File: config.mk
export PLATFORM = sky130hd
export DESIGN_NAME = auction_stream_engine
export DESIGN_NICKNAME = d
export VERILOG_FILES = /design/src/rtl/auction_stream_engine.sv
export SDC_FILE = /design/constraint.sdc
export NUM_CORES = 1
export LEC_CHECK = 0
export BUFFER_PORTS_ARGS = -buffer_cell sky130_fd_sc_hd__buf_4
export CORE_MARGIN = 2
export CORE_UTILIZATION = 51
export CTS_BUF_LIST = sky130_fd_sc_hd__clkbuf_8 sky130_fd_sc_hd__clkbuf_16
export DETAILED_ROUTE_END_ITERATION = 12
export PLACE_DENSITY = 0.74
export SKIP_CTS_REPAIR_TIMING = 1
export SLEW_MARGIN = 20
export SYNTH_ARGS = -nofsm -noshare
export SYNTH_HDL_FRONTEND = slang
export SYNTH_SLANG_ARGS = --single-unit
File: constraint.sdc
create_clock -name clk -period 6.7 [get_ports clk]
set_clock_uncertainty 0.05 [all_clocks]
set_input_delay 0.335 -clock clk [delete_from_list [all_inputs] [get_ports clk]]
set_output_delay 0.335 -clock clk [all_outputs]
set_load 0.03 [all_outputs]
File: src/rtl/auction_stream_engine.sv
// Streaming second-price auction: tracks top two bids per round, emits winner index and clearing price.
// Optional reserve price enabled by defining AUCTION_RESERVE_EN (adds reserve input and res_nosale output).
module auction_stream_engine #(
  parameter  int N_BID = 4,
  parameter  int W     = 16,
  localparam int IDX_W = $clog2(N_BID)
) (
  input  logic             clk,
  input  logic             rst,
  input  logic             bid_valid,
  output logic             bid_ready,
  input  logic [W-1:0]     bid_value,
  input  logic             bid_last,
  output logic             res_valid,
  input  logic             res_ready,
  output logic [IDX_W-1:0] res_winner,
  output logic [W-1:0]     res_price,
  output logic [IDX_W:0]   res_count,
  output logic             res_trunc
`ifdef AUCTION_RESERVE_EN
  ,
  input  logic [W-1:0]     reserve,
  output logic             res_nosale
`endif
);

  typedef enum logic {COLLECT = 1'b0, RESULT = 1'b1} state_t;

  state_t           state_q, state_d;
  logic [W-1:0]     max_q, max_d;
  logic [W-1:0]     sec_q, sec_d;
  logic [IDX_W:0]   cnt_q, cnt_d;
  logic [IDX_W-1:0] win_q, win_d;

  logic [IDX_W-1:0] res_win_q, res_win_d;
  logic [W-1:0]     res_price_q, res_price_d;
  logic [IDX_W:0]   res_cnt_q, res_cnt_d;
  logic             res_trunc_q, res_trunc_d;

  logic             accept;
  logic             close;
  logic             met;
  logic [IDX_W:0]   cnt_inc;
  logic [IDX_W-1:0] idx;

`ifdef AUCTION_RESERVE_EN
  logic [W-1:0]     rsv_q, rsv_d;
  logic [1:0]       met_q, met_d;
  logic             res_nosale_q, res_nosale_d;
  logic [W-1:0]     eff_rsv;
`endif

  // rst gates ready combinationally so no bid is taken while reset is asserted.
  assign bid_ready = ~rst & (state_q == COLLECT);
  assign res_valid = (state_q == RESULT);
  assign accept    = bid_valid & bid_ready;
  assign cnt_inc   = cnt_q + (IDX_W+1)'(1);
  assign idx       = cnt_q[IDX_W-1:0];
  assign close     = accept & (bid_last | (cnt_inc == (IDX_W+1)'(N_BID)));

`ifdef AUCTION_RESERVE_EN
  // Reserve is latched on the first accept, so that bid compares against the live port value.
  assign eff_rsv = (cnt_q == '0) ? reserve : rsv_q;
  assign met     = (bid_value >= eff_rsv);
`else
  assign met     = 1'b1;
`endif

  always_comb begin
    state_d     = state_q;
    max_d       = max_q;
    sec_d       = sec_q;
    cnt_d       = cnt_q;
    win_d       = win_q;
    res_win_d   = res_win_q;
    res_price_d = res_price_q;
    res_cnt_d   = res_cnt_q;
    res_trunc_d = res_trunc_q;
`ifdef AUCTION_RESERVE_EN
    rsv_d        = rsv_q;
    met_d        = met_q;
    res_nosale_d = res_nosale_q;
`endif
    if (state_q == COLLECT) begin
      if (accept) begin
        cnt_d = cnt_inc;
        if (met) begin
          if (bid_value > max_q) begin
            sec_d = max_q;
            max_d = bid_value;
            win_d = idx;
          end else if (bid_value > sec_q) begin
            sec_d = bid_value;
          end
        end
`ifdef AUCTION_RESERVE_EN
        if (cnt_q == '0) rsv_d = reserve;
        if (met && (met_q != 2'd2)) met_d = met_q + 2'd1;
`endif
        if (close) begin
          state_d     = RESULT;
          res_win_d   = win_d;
          res_price_d = sec_d;
          res_cnt_d   = cnt_d;
          res_trunc_d = ~bid_last;
`ifdef AUCTION_RESERVE_EN
          res_nosale_d = (met_d == 2'd0);
          if (met_d == 2'd0) begin
            res_win_d   = '0;
            res_price_d = '0;
          end else if (met_d == 2'd1) begin
            res_price_d = eff_rsv;
          end else begin
            res_price_d = (sec_d > eff_rsv) ? sec_d : eff_rsv;
          end
`endif
        end
      end
    end else if (res_ready) begin
      state_d     = COLLECT;
      max_d       = '0;
      sec_d       = '0;
      cnt_d       = '0;
      win_d       = '0;
      res_trunc_d = 1'b0;
`ifdef AUCTION_RESERVE_EN
      rsv_d = '0;
      met_d = 2'd0;
`endif
    end
  end

  always_ff @(posedge clk or posedge rst) begin
    if (rst) begin
      state_q     <= COLLECT;
      max_q       <= '0;
      sec_q       <= '0;
      cnt_q       <= '0;
      win_q       <= '0;
      res_win_q   <= '0;
      res_price_q <= '0;
      res_cnt_q   <= '0;
      res_trunc_q <= 1'b0;
    end else begin
      state_q     <= state_d;
      max_q       <= max_d;
      sec_q       <= sec_d;
      cnt_q       <= cnt_d;
      win_q       <= win_d;
      res_win_q   <= res_win_d;
      res_price_q <= res_price_d;
      res_cnt_q   <= res_cnt_d;
      res_trunc_q <= res_trunc_d;
    end
  end

`ifdef AUCTION_RESERVE_EN
  always_ff @(posedge clk or posedge rst) begin
    if (rst) begin
      rsv_q        <= '0;
      met_q        <= 2'd0;
      res_nosale_q <= 1'b0;
    end else begin
      rsv_q        <= rsv_d;
      met_q        <= met_d;
      res_nosale_q <= res_nosale_d;
    end
  end

  assign res_nosale = res_nosale_q;
`endif

  assign res_winner = res_win_q;
  assign res_price  = res_price_q;
  assign res_count  = res_cnt_q;
  assign res_trunc  = res_trunc_q;

endmodule

==> results.toml, run 1 <==
[outcome]
status = "completed"

[floorplanning]
ios = 45
coreArea_um2 = 7767
rows = 32
die_w_um = 93.57
die_h_um = 93.57
die_area_um2 = 8754
initial_core_util_pct = 52.67

[cells_and_area]
drive_above_1_share_pct = 17.81
area_growth_pct = 13.12
fill_cells = 733
register_area_um2 = 1501
layoutNonFillerInstCount = 613
multi_input_area_um2 = 2310
diodes = 0
fin_nets = 561

[detailed_routing]
wirelength_um = 11310
antenna_left = 0
firstDrtPassIters = 6
drt-wirelength-per-cell_um = 18.45
vias = 3901
viasPerCell = 6.364
drc_errors = 0
first_iter_violations = 307

[synth]
ys_ff_latch = 60
postSynthAreaPerCell_um2 = 8.453
yosys_warnings = 0
synth_edf_count = 0
netlist_area_um2 = 4091
async_reset_ff_share_pct = 100.0
synth-main-ff-cell = "dfrtp_1"
ys_types = 45
syn_inst = 484
synth_fp_nets = 539
yosysSeqAreaShare_pct = 36.70

[setup_path]
cp-endpoint = "res_price[0]"
crit_type = "reg -> reg"
r2r_cells = 9
cpPeakStageDelay_ps = 860
required_ps = 6830
critPathSlowestCell = "nand2b_1"
r2r_slack_ps = 3370
critPathTopFamily = "simple AND/OR/NAND/NOR gates"
startpoint = "max_q[14]"
path_buf_inv = 2
end_kind = "flop"
path_depth = 9
arrival_ps = 3460
crit_path_start_kind = "flop"
r2r_start = "max_q[14]"
path_cells = "inv_1, ha_1, nand4_1, nor3_1, a21boi_1, o31a_2, buf_4, nand2b_1, o211ai_1"
crit_path_max_fanout = 55
r2r-end = "res_price[0]"

[placement]
dp_hpwl_um = 7098
place_congestion = 0.9613
dpl.cell_count = 597
port_buffers = 44

[pwr]
p_total_w = 0.001808
p_per_area_nw_per_um2 = 390.6
p_leak_nw = 2.039
ir_drop_uv = 213.6

[clock_tree]
htree_levels = 3
tritoncts = "yes"
cts-root-buf = "clkbuf_8"
clock-sinks = 60
clk_pin_slew_ps = 80
clk_latency_ps = 350
clockBufferDepth = 2
cts_buffers = 9

[grt]
grt_start_max_net_pins = 61
grt_overflow = 0
grt_pass1_wl_um = 18730
first_global_vias = 3813
grt_use_total_pct = 27.30
antenna_found_initial = 0

[sta]
setup_tns_ps = 0
relSlewSlack_pct = 26.01
hold_violations = 0
maxClockFrequency_mhz = 300.4
finalMaxSlewViolations = 0
tightest_slew_ps = 1110
fin_crit_sh_pct = 49.69
rsz0062_at_grt = "false"
holdWs_ps = 135.1
finalSetupViolations = 0
min_period_ps = 3329

[worst_hold_path]
min_path_type = "in -> reg"
hold_start = "res_ready"

[job]
cap_violations = 0
per-layer routing:
layer | vias to the layer above | GRT usage (%) | part of all wire (%)
li1 | 1814 | - | -
met3 | 24 | 5.479 | 7.7
met2 | 178 | 43.41 | 47
met4 | 0 | 10.39 | 2.2
met1 | 1885 | 36.85 | 43
met5 | - | 0 | 0
cells in the mapped netlist, types with 3 or more instances:
cell type	n	share of area, %
a31oi_1	16	2.4
ha_1	34	10
o211ai_2	10	3.1
a21oi_1	12	1.5
a32oi_1	16	3.4
o21ai_1	11	1.3
inv_1	34	3.1
nand2b_1	3	0.46
o21ai_0	49	6.0
nor3_2	10	2.4
clkbuf_1	26	2.4
nor2_1	20	1.8
clkbuf_2	3	0.37
and4_1	3	0.64
nand3_1	39	4.8
nor3_1	19	2.3
o31ai_1	3	0.55
nand4_1	22	3.4
o211ai_1	7	1.3
nand2_1	56	5.1
dfrtp_1	60	37
flip-flops by register name, summed over array words and instances (netlist names):
name,count
cnt_q,3
max_q,16
res_count,3
res_price,16
res_trunc,1
res_valid,1
res_winner,2
sec_q,16
win_q,2
cell usage in the layout (no fill, tap or decap), drive strengths merged, types with 16 or more instances in the layout:
master and n:
buf 48, a32oi 16, a31oi 16, nand2 56
dfrtp 60, o21ai 60, o211ai 17, nand4 23
inv 36, nor2 20, nand3 39, ha 34
nor3 29
how the worst min path moves through the flow:
stage | end | slack, ps | depth (start not counted)
final | res_valid | 140 | 2
after global routing | res_trunc | 130 | 2
after CTS | res_valid | 130 | 2
after detailed placement | res_price[4] | 420 | 2
after global placement | res_count[1] | 410 | 2
after floorplan | res_valid | 380 | 1
cell families after synthesis:
group	synth area share, %
AOI/OAI and AO/OA	21.87
xor gates and xnor gates	0.2141
buffers and inverters	7.217
adders and majority gates	10.40
and+or+nand+nor	23.12
DFF	36.70
muxes	0.4893
layout make-up:
| class | count | share of cell area (%) |
|---|---|---|
| Clock buffer | 10 | 2.974 |
| Clock inverter | 6 | 1.379 |
| Inverter | 34 | 2.757 |
| Multi-Input combinational cell | 353 | 49.91 |
| Sequential cell | 60 | 32.44 |
| Tap cell | 102 | 2.757 |
| Timing Repair Buffer | 48 | 7.786 |
power breakdown:
| part | switching (W) | internal (W) |
|---|---|---|
| clock | 0.000156 | 0.000182 |
| combinational | 0.000542 | 0.000309 |
| sequential | 0.000117 | 0.000502 |
| total | 0.000816 | 0.000992 |
through the flow:
step	setup WS (ps)	area (um^2)	utilization [%]
2_1_floorplan	4368	4091	-
3_3_place_gp	3442	4423	56.94
3_5_place_dp	3378	4423	56.94
4_1_cts	3411	4624	59.54
5_1_grt	3156	4628	59.58
6_report	3371	4628	59.58
Power figures use the tool's default switching activity.
==> run 2, diff against run 1 <==
--- a/config.mk
+++ b/config.mk
@@ -5,12 +5,13 @@
 export SDC_FILE = /design/constraint.sdc
 export NUM_CORES = 1
 export LEC_CHECK = 0
+export ABC_AREA = 1
 export BUFFER_PORTS_ARGS = -buffer_cell sky130_fd_sc_hd__buf_4
 export CORE_MARGIN = 2
 export CORE_UTILIZATION = 51
 export CTS_BUF_LIST = sky130_fd_sc_hd__clkbuf_8 sky130_fd_sc_hd__clkbuf_16
 export DETAILED_ROUTE_END_ITERATION = 12
-export PLACE_DENSITY = 0.74
+export PLACE_DENSITY = 0.77
 export SKIP_CTS_REPAIR_TIMING = 1
 export SLEW_MARGIN = 20
 export SYNTH_ARGS = -nofsm -noshare
==> constraint.sdc (replaced) <==
create_clock -name clk -period 2.74 [get_ports clk]
set_clock_uncertainty 0.05 [all_clocks]
set_input_delay 0.137 -clock clk [delete_from_list [all_inputs] [get_ports clk]]
set_output_delay 0.137 -clock clk [all_outputs]
set_load 0.03 [all_outputs]
==> results.toml, run 2 <==
[outcome]
status = "completed"

[clock_tree]
cts_buffers = 9
clk_latency_ps = 350
htree_levels = 3
clock-sinks = 60
cts-root-buf = "clkbuf_8"
tritoncts = "yes"
clockBufferDepth = 2
clk_pin_slew_ps = 70

[sta]
rsz0062_at_grt = "false"
fin_crit_sh_pct = 84.07
hold_violations = 0
finalMaxSlewViolations = 0
finalSetupViolations = 0
relSlewSlack_pct = 47.01
maxClockFrequency_mhz = 434.1
setup_tns_ps = 0
min_period_ps = 2303
tightest_slew_ps = 794.0

[synth]
synth_compound_gate_area_share_pct = 6.739
synth_top_family_by_area = "simple AND/OR/NAND/NOR gates"
ys_ff_latch = 60
yosys.area.top_type_share_pct = 40.64
synth-simple-area-share_pct = 31.46
synthAdderAreaFrac_pct = 11.51
postSynthAreaPerCell_um2 = 7.746
synth_common_cells = "nand2_1, nand3_1, dfrtp_1, inv_1, ha_1"
yosysSeqAreaShare_pct = 40.64
synth_fp_nets = 532
synth_edf_count = 0
synth_xor_area_share_pct = 0.2370
synth.most_common_cell = "nand2_1"
netlist_area_um2 = 3695
ys_types = 28
yosysTopAreaCell = "dfrtp_1"
synth-main-ff-cell = "dfrtp_1"
netlist_top_cells_area = "dfrtp_1, nand2_1, ha_1"
yosys_warnings = 0
synthMuxAreaShare_pct = 0
async_reset_ff_share_pct = 100.0
syn_inst = 477

[setup_path]
r2r_cells = 13
cpPeakStageDelay_ps = 370
crit_type = "reg -> reg"
crit_path_start_kind = "flop"
crit_top_cell = "nand2_1"
r2r_start = "sec_q[7]"
r2r-end = "res_price[11]"
crit_path_max_fanout = 17
path_cells = "inv_1, ha_1, nand2_1, nor2_1, nand2_1, nand2_1, nand2_1, nand2_2, nand2_2, nand2_1, nand3_1, nand3_1, nand2_1"
critPathSlowestCell = "dfrtp_1"
required_ps = 2930
r2r_slack_ps = 440
path_buf_inv = 1
startpoint = "sec_q[7]"
critPathTopFamily = "simple AND/OR/NAND/NOR gates"
arrival_ps = 2490
end_kind = "flop"

[pwr]
ir_drop_uv = 483.8
p_per_area_nw_per_um2 = 1092
p_int_w = 0.002483
swShare_pct = 46.66
p_switching_w = 0.002172
pwr-share-comb_pct = 51.9
pwr-share-seq_pct = 32.6
p_clk_share_pct = 15.5
p_leak_nw = 2.305

[cells_and_area]
drive_above_1_share_pct = 17.61
layout_common_cells = "nand2_1, nand3_1, dfrtp_1, inv_1, buf_4"
fin_nets = 578
post-route-util_pct = 59.73
final_common_cell = "nand2_1"
area_growth_pct = 15.37
fin_area_um2 = 4263
layoutNonFillerInstCount = 627
diodes = 0

[detailed_routing]
viasPerCell = 5.183
wirelength_um = 8491
drc_errors = 0
first_iter_violations = 178
vias = 3250
drt-wirelength-per-cell_um = 13.54
firstDrtPassIters = 5
antenna_left = 0

[grt]
antenna_found_initial = 0
grt_pass1_wl_um = 14400
grt_use_total_pct = 23.58
grt_overflow = 0
grt_start_max_net_pins = 32
first_global_vias = 3124

[placement]
dp_hpwl_um = 5821
place_congestion = 0.8945
dpl.cell_count = 608
postPlaceCellArea_um2 = 4055
port_buffers = 44

[floorplanning]
rows = 31
initial_core_util_pct = 51.77
ios = 45
die_h_um = 89.12
coreArea_um2 = 7137
die_w_um = 89.12
die_area_um2 = 7941

[worst_hold_path]
min_path_type = "in -> reg"
hold_path_depth = 3
whs_endpoint = "max_q[9]"
hold_start = "bid_value[9]"

[job]
cap_violations = 0
run 2: cell type report:
| class | instances | area, um^2 |
|---|---|---|
| fill | 684 | 2874 |
| sequential | 60 | 1501 |
| tap | 99 | 123.9 |
| timing repair buffer | 52 | 410.4 |
| inverter | 53 | 203.9 |
| clock buffer | 10 | 137.6 |
| multi-input combinational | 347 | 1846 |
| clock inverter | 6 | 40.04 |
run 2: worst max-delay path by stage:
stage / end / slack, ps / cells after the start
finish: res_price[11] / 440 / 13
global route: sec_q[4] / 200 / 13
CTS: res_price[11] / 460 / 13
detailed placement: res_price[14] / 470 / 13
global placement: res_price[12] / 530 / 13
floorplan: sec_q[0] / 640 / 7
run 2: layer usage:
| metal | vias to the layer above | share of wire, % | global-route usage [%] |
|---|---|---|---|
| met1 | 1534 | 48 | 31.21 |
| met5 | - | 0 | 0 |
| met4 | 0 | 1.6 | 9.227 |
| met2 | 84 | 46 | 37.85 |
| li1 | 1621 | - | - |
| met3 | 11 | 4.5 | 5.078 |
run 2: per-stage QoR:
step | total power (W) | hold slack, ps | worst slack [ps]
after floorplan | 0.003372 | 173.2 | 638.9
after global placement | 0.003855 | 244.6 | 534.7
after detailed placement | 0.003940 | 256.1 | 467.6
after CTS | 0.004683 | -125.0 | 455.8
after global routing | 0.005097 | 22.81 | 200.1
final | 0.004656 | 14.25 | 436.6
run 2: cell families after synthesis:
family                   Yosys count
AND/OR/NAND/NOR                  270
buffers and inverters             70
XOR/XNOR                           1
adder cells (fa/ha/maj)           34
flip-flops                        60
AO/OA/AOI/OAI                     42
run 2: worst reg2reg max path, delay by kind of cell, from the launching register on:
family,cells,cell delay (ps)
flops,1,370
fa+ha+maj,1,290
simple gates,11,1430
buf+inv,1,50
run 2: power by group through the flow:
stage / Sequential (W) / Clock (W) / Combinational [W]
3_3_place_gp: 0.00152 / 0 / 0.00234
2_1_floorplan: 0.00180 / 0 / 0.00158
3_5_place_dp: 0.00153 / 0 / 0.00241
5_1_grt: 0.00156 / 0.000774 / 0.00276
6_report: 0.00152 / 0.000721 / 0.00242
4_1_cts: 0.00151 / 0.000741 / 0.00243
==> run 3, diff against run 2 <==
==> constraint.sdc (replaced) <==
create_clock -name clk -period 1.95 [get_ports clk]
set_clock_uncertainty 0.05 [all_clocks]
set_input_delay 0.0975 -clock clk [delete_from_list [all_inputs] [get_ports clk]]
set_output_delay 0.0975 -clock clk [all_outputs]
set_load 0.03 [all_outputs]
==> results.toml, run 3 (synthesis gave the netlist of run 2 again) <==
[outcome]
status = "finished, violations left"
failed_checks = "negative hold slack, negative setup slack"

[setup_path]
end_kind = "flop"
crit_path_max_fanout = 8
required_ps = 2210
crit_type = "reg -> reg"
crit_path_start_kind = "flop"
arrival_ps = 2420

[detailed_routing]
drt-wirelength-per-cell_um = 17.71
first_iter_violations = 320
vias = 3764
firstDrtPassIters = 7
drc_errors = 0
wirelength_um = 11720
antenna_left = 0
viasPerCell = 5.686

[sta]
fin_crit_sh_pct = 111.2
tightest_slew_ps = 570.6
holdWs_ps = -25.34
setup_tns_ps = -7044
rsz0062_at_grt = "true"
finalSetupViolations = 52
min_period_ps = 2168
relSlewSlack_pct = 61.92
hold_violations = 6
setup_slack_ps = -217.7
finalMaxSlewViolations = 0
maxClockFrequency_mhz = 461.3

[floorplanning]
ios = 45
rows = 31
die_h_um = 89.12
die_area_um2 = 7941
initial_core_util_pct = 51.77
die_w_um = 89.12
coreArea_um2 = 7137

[clock_tree]
clk_latency_ps = 370
clock-sinks = 60
clk_pin_slew_ps = 80
clockBufferDepth = 2
cts_buffers = 9
tritoncts = "yes"
cts-root-buf = "clkbuf_8"
htree_levels = 3

[job]
cap_violations = 0

[pwr]
pwr-share-seq_pct = 26.4
pwr-share-comb_pct = 59.4
p_int_w = 0.004380
p_per_area_nw_per_um2 = 1618
swShare_pct = 47.07
p_switching_w = 0.003895
ir_drop_uv = 784.4
p_clk_share_pct = 14.2
p_leak_nw = 2.631

[cells_and_area]
area_growth_pct = 38.40
fin_nets = 613
fill_cells = 532
final_common_cell = "nand2_1"
layout_common_cells = "nand2_1, buf_4, dfrtp_1, nand3_1, inv_1"
register_area_um2 = 1501
multi_input_area_um2 = 2278
fin_area_um2 = 5114
drive_above_1_share_pct = 35.35
layoutNonFillerInstCount = 662
diodes = 0

[grt]
grt_pass1_wl_um = 14840
grt_overflow = 0
antenna_found_initial = 0
grt_use_total_pct = 24.59
first_global_vias = 3111
grt_start_max_net_pins = 39

[placement]
place_congestion = 0.8877
place_ws_ps = -70.37
dpl.cell_count = 622
dp_hpwl_um = 6070
postPlaceCellArea_um2 = 4200
port_buffers = 44

[worst_hold_path]
min_path_type = "in -> reg"
[run 3: changes by cell type in the layout (fill, tap and decap cells not counted), sizes merged]
| cell | change |
|---|---|
| nand2 | +1 |
| clkinvlp | -2 |
| buf | +27 |
| bufinv | +1 |
| dlygate4sd3 | +4 |
| clkbuf | +3 |
| clkinv | +1 |
[run 3: path summary, 6_finish.rpt]
kind	start	end	slack, ps	cells past startpoint
setup / recovery	sec_q[10]	sec_q[2]	-220	11
hold / removal	bid_value[7]	max_q[7]	-30	3
setup reg to reg	sec_q[10]	sec_q[2]	-220	11
hold reg to reg	res_count[2]	res_count[2]	420	2
max in group asynchronous	rst	res_price[1]	910	4
min in group asynchronous	rst	win_q[1]	320	3
[run 3: final cells by class]
type,count,share of cell area [%]
Timing Repair Buffer,86,15.68
Tap cell,99,2.422
Multi-Input combinational cell,348,44.56
Clock buffer,10,2.691
Inverter,53,4.037
Clock inverter,6,1.248
Sequential cell,60,29.36
[run 3: through the flow]
step           total power, W  utilization, %
3_3_place_gp         0.005669           58.85
3_5_place_dp         0.005785           58.85
4_1_cts              0.006975           61.68
5_1_grt              0.008792           71.65
2_1_floorplan        0.004739               -
6_report             0.008276           71.65
[run 3: power groups by stage]
stage / clock network [W] / logic, W / registers [W]
2_1_floorplan: 0 / 0.00221 / 0.00252
3_5_place_dp: 0 / 0.00365 / 0.00213
6_report: 0.00117 / 0.00492 / 0.00218
4_1_cts: 0.00117 / 0.00369 / 0.00212
3_3_place_gp: 0 / 0.00355 / 0.00212
5_1_grt: 0.00122 / 0.00533 / 0.00224
[run 3: worst max-delay path: stages (launching register included)]
cell and delay, ps:
dfrtp_1 360, inv_1 50, ha_1 300, nand4_1 160, nor3_2 270, nand2_1 140
nand2_4 190, clkbuf_16 210, nand3_1 80, nand3_1 110, nand3_1 90, nand2_1 90
[run 3: per-layer routing]
metal  wire length (um)  vias to the layer above  GRT usage [%]
met2               5697                      182          40.74
met3                972                       54          4.524
met4                455                        0          8.684
met5                  0                        -              0
li1                   -                     1705              -
met1               4597                     1823          32.39
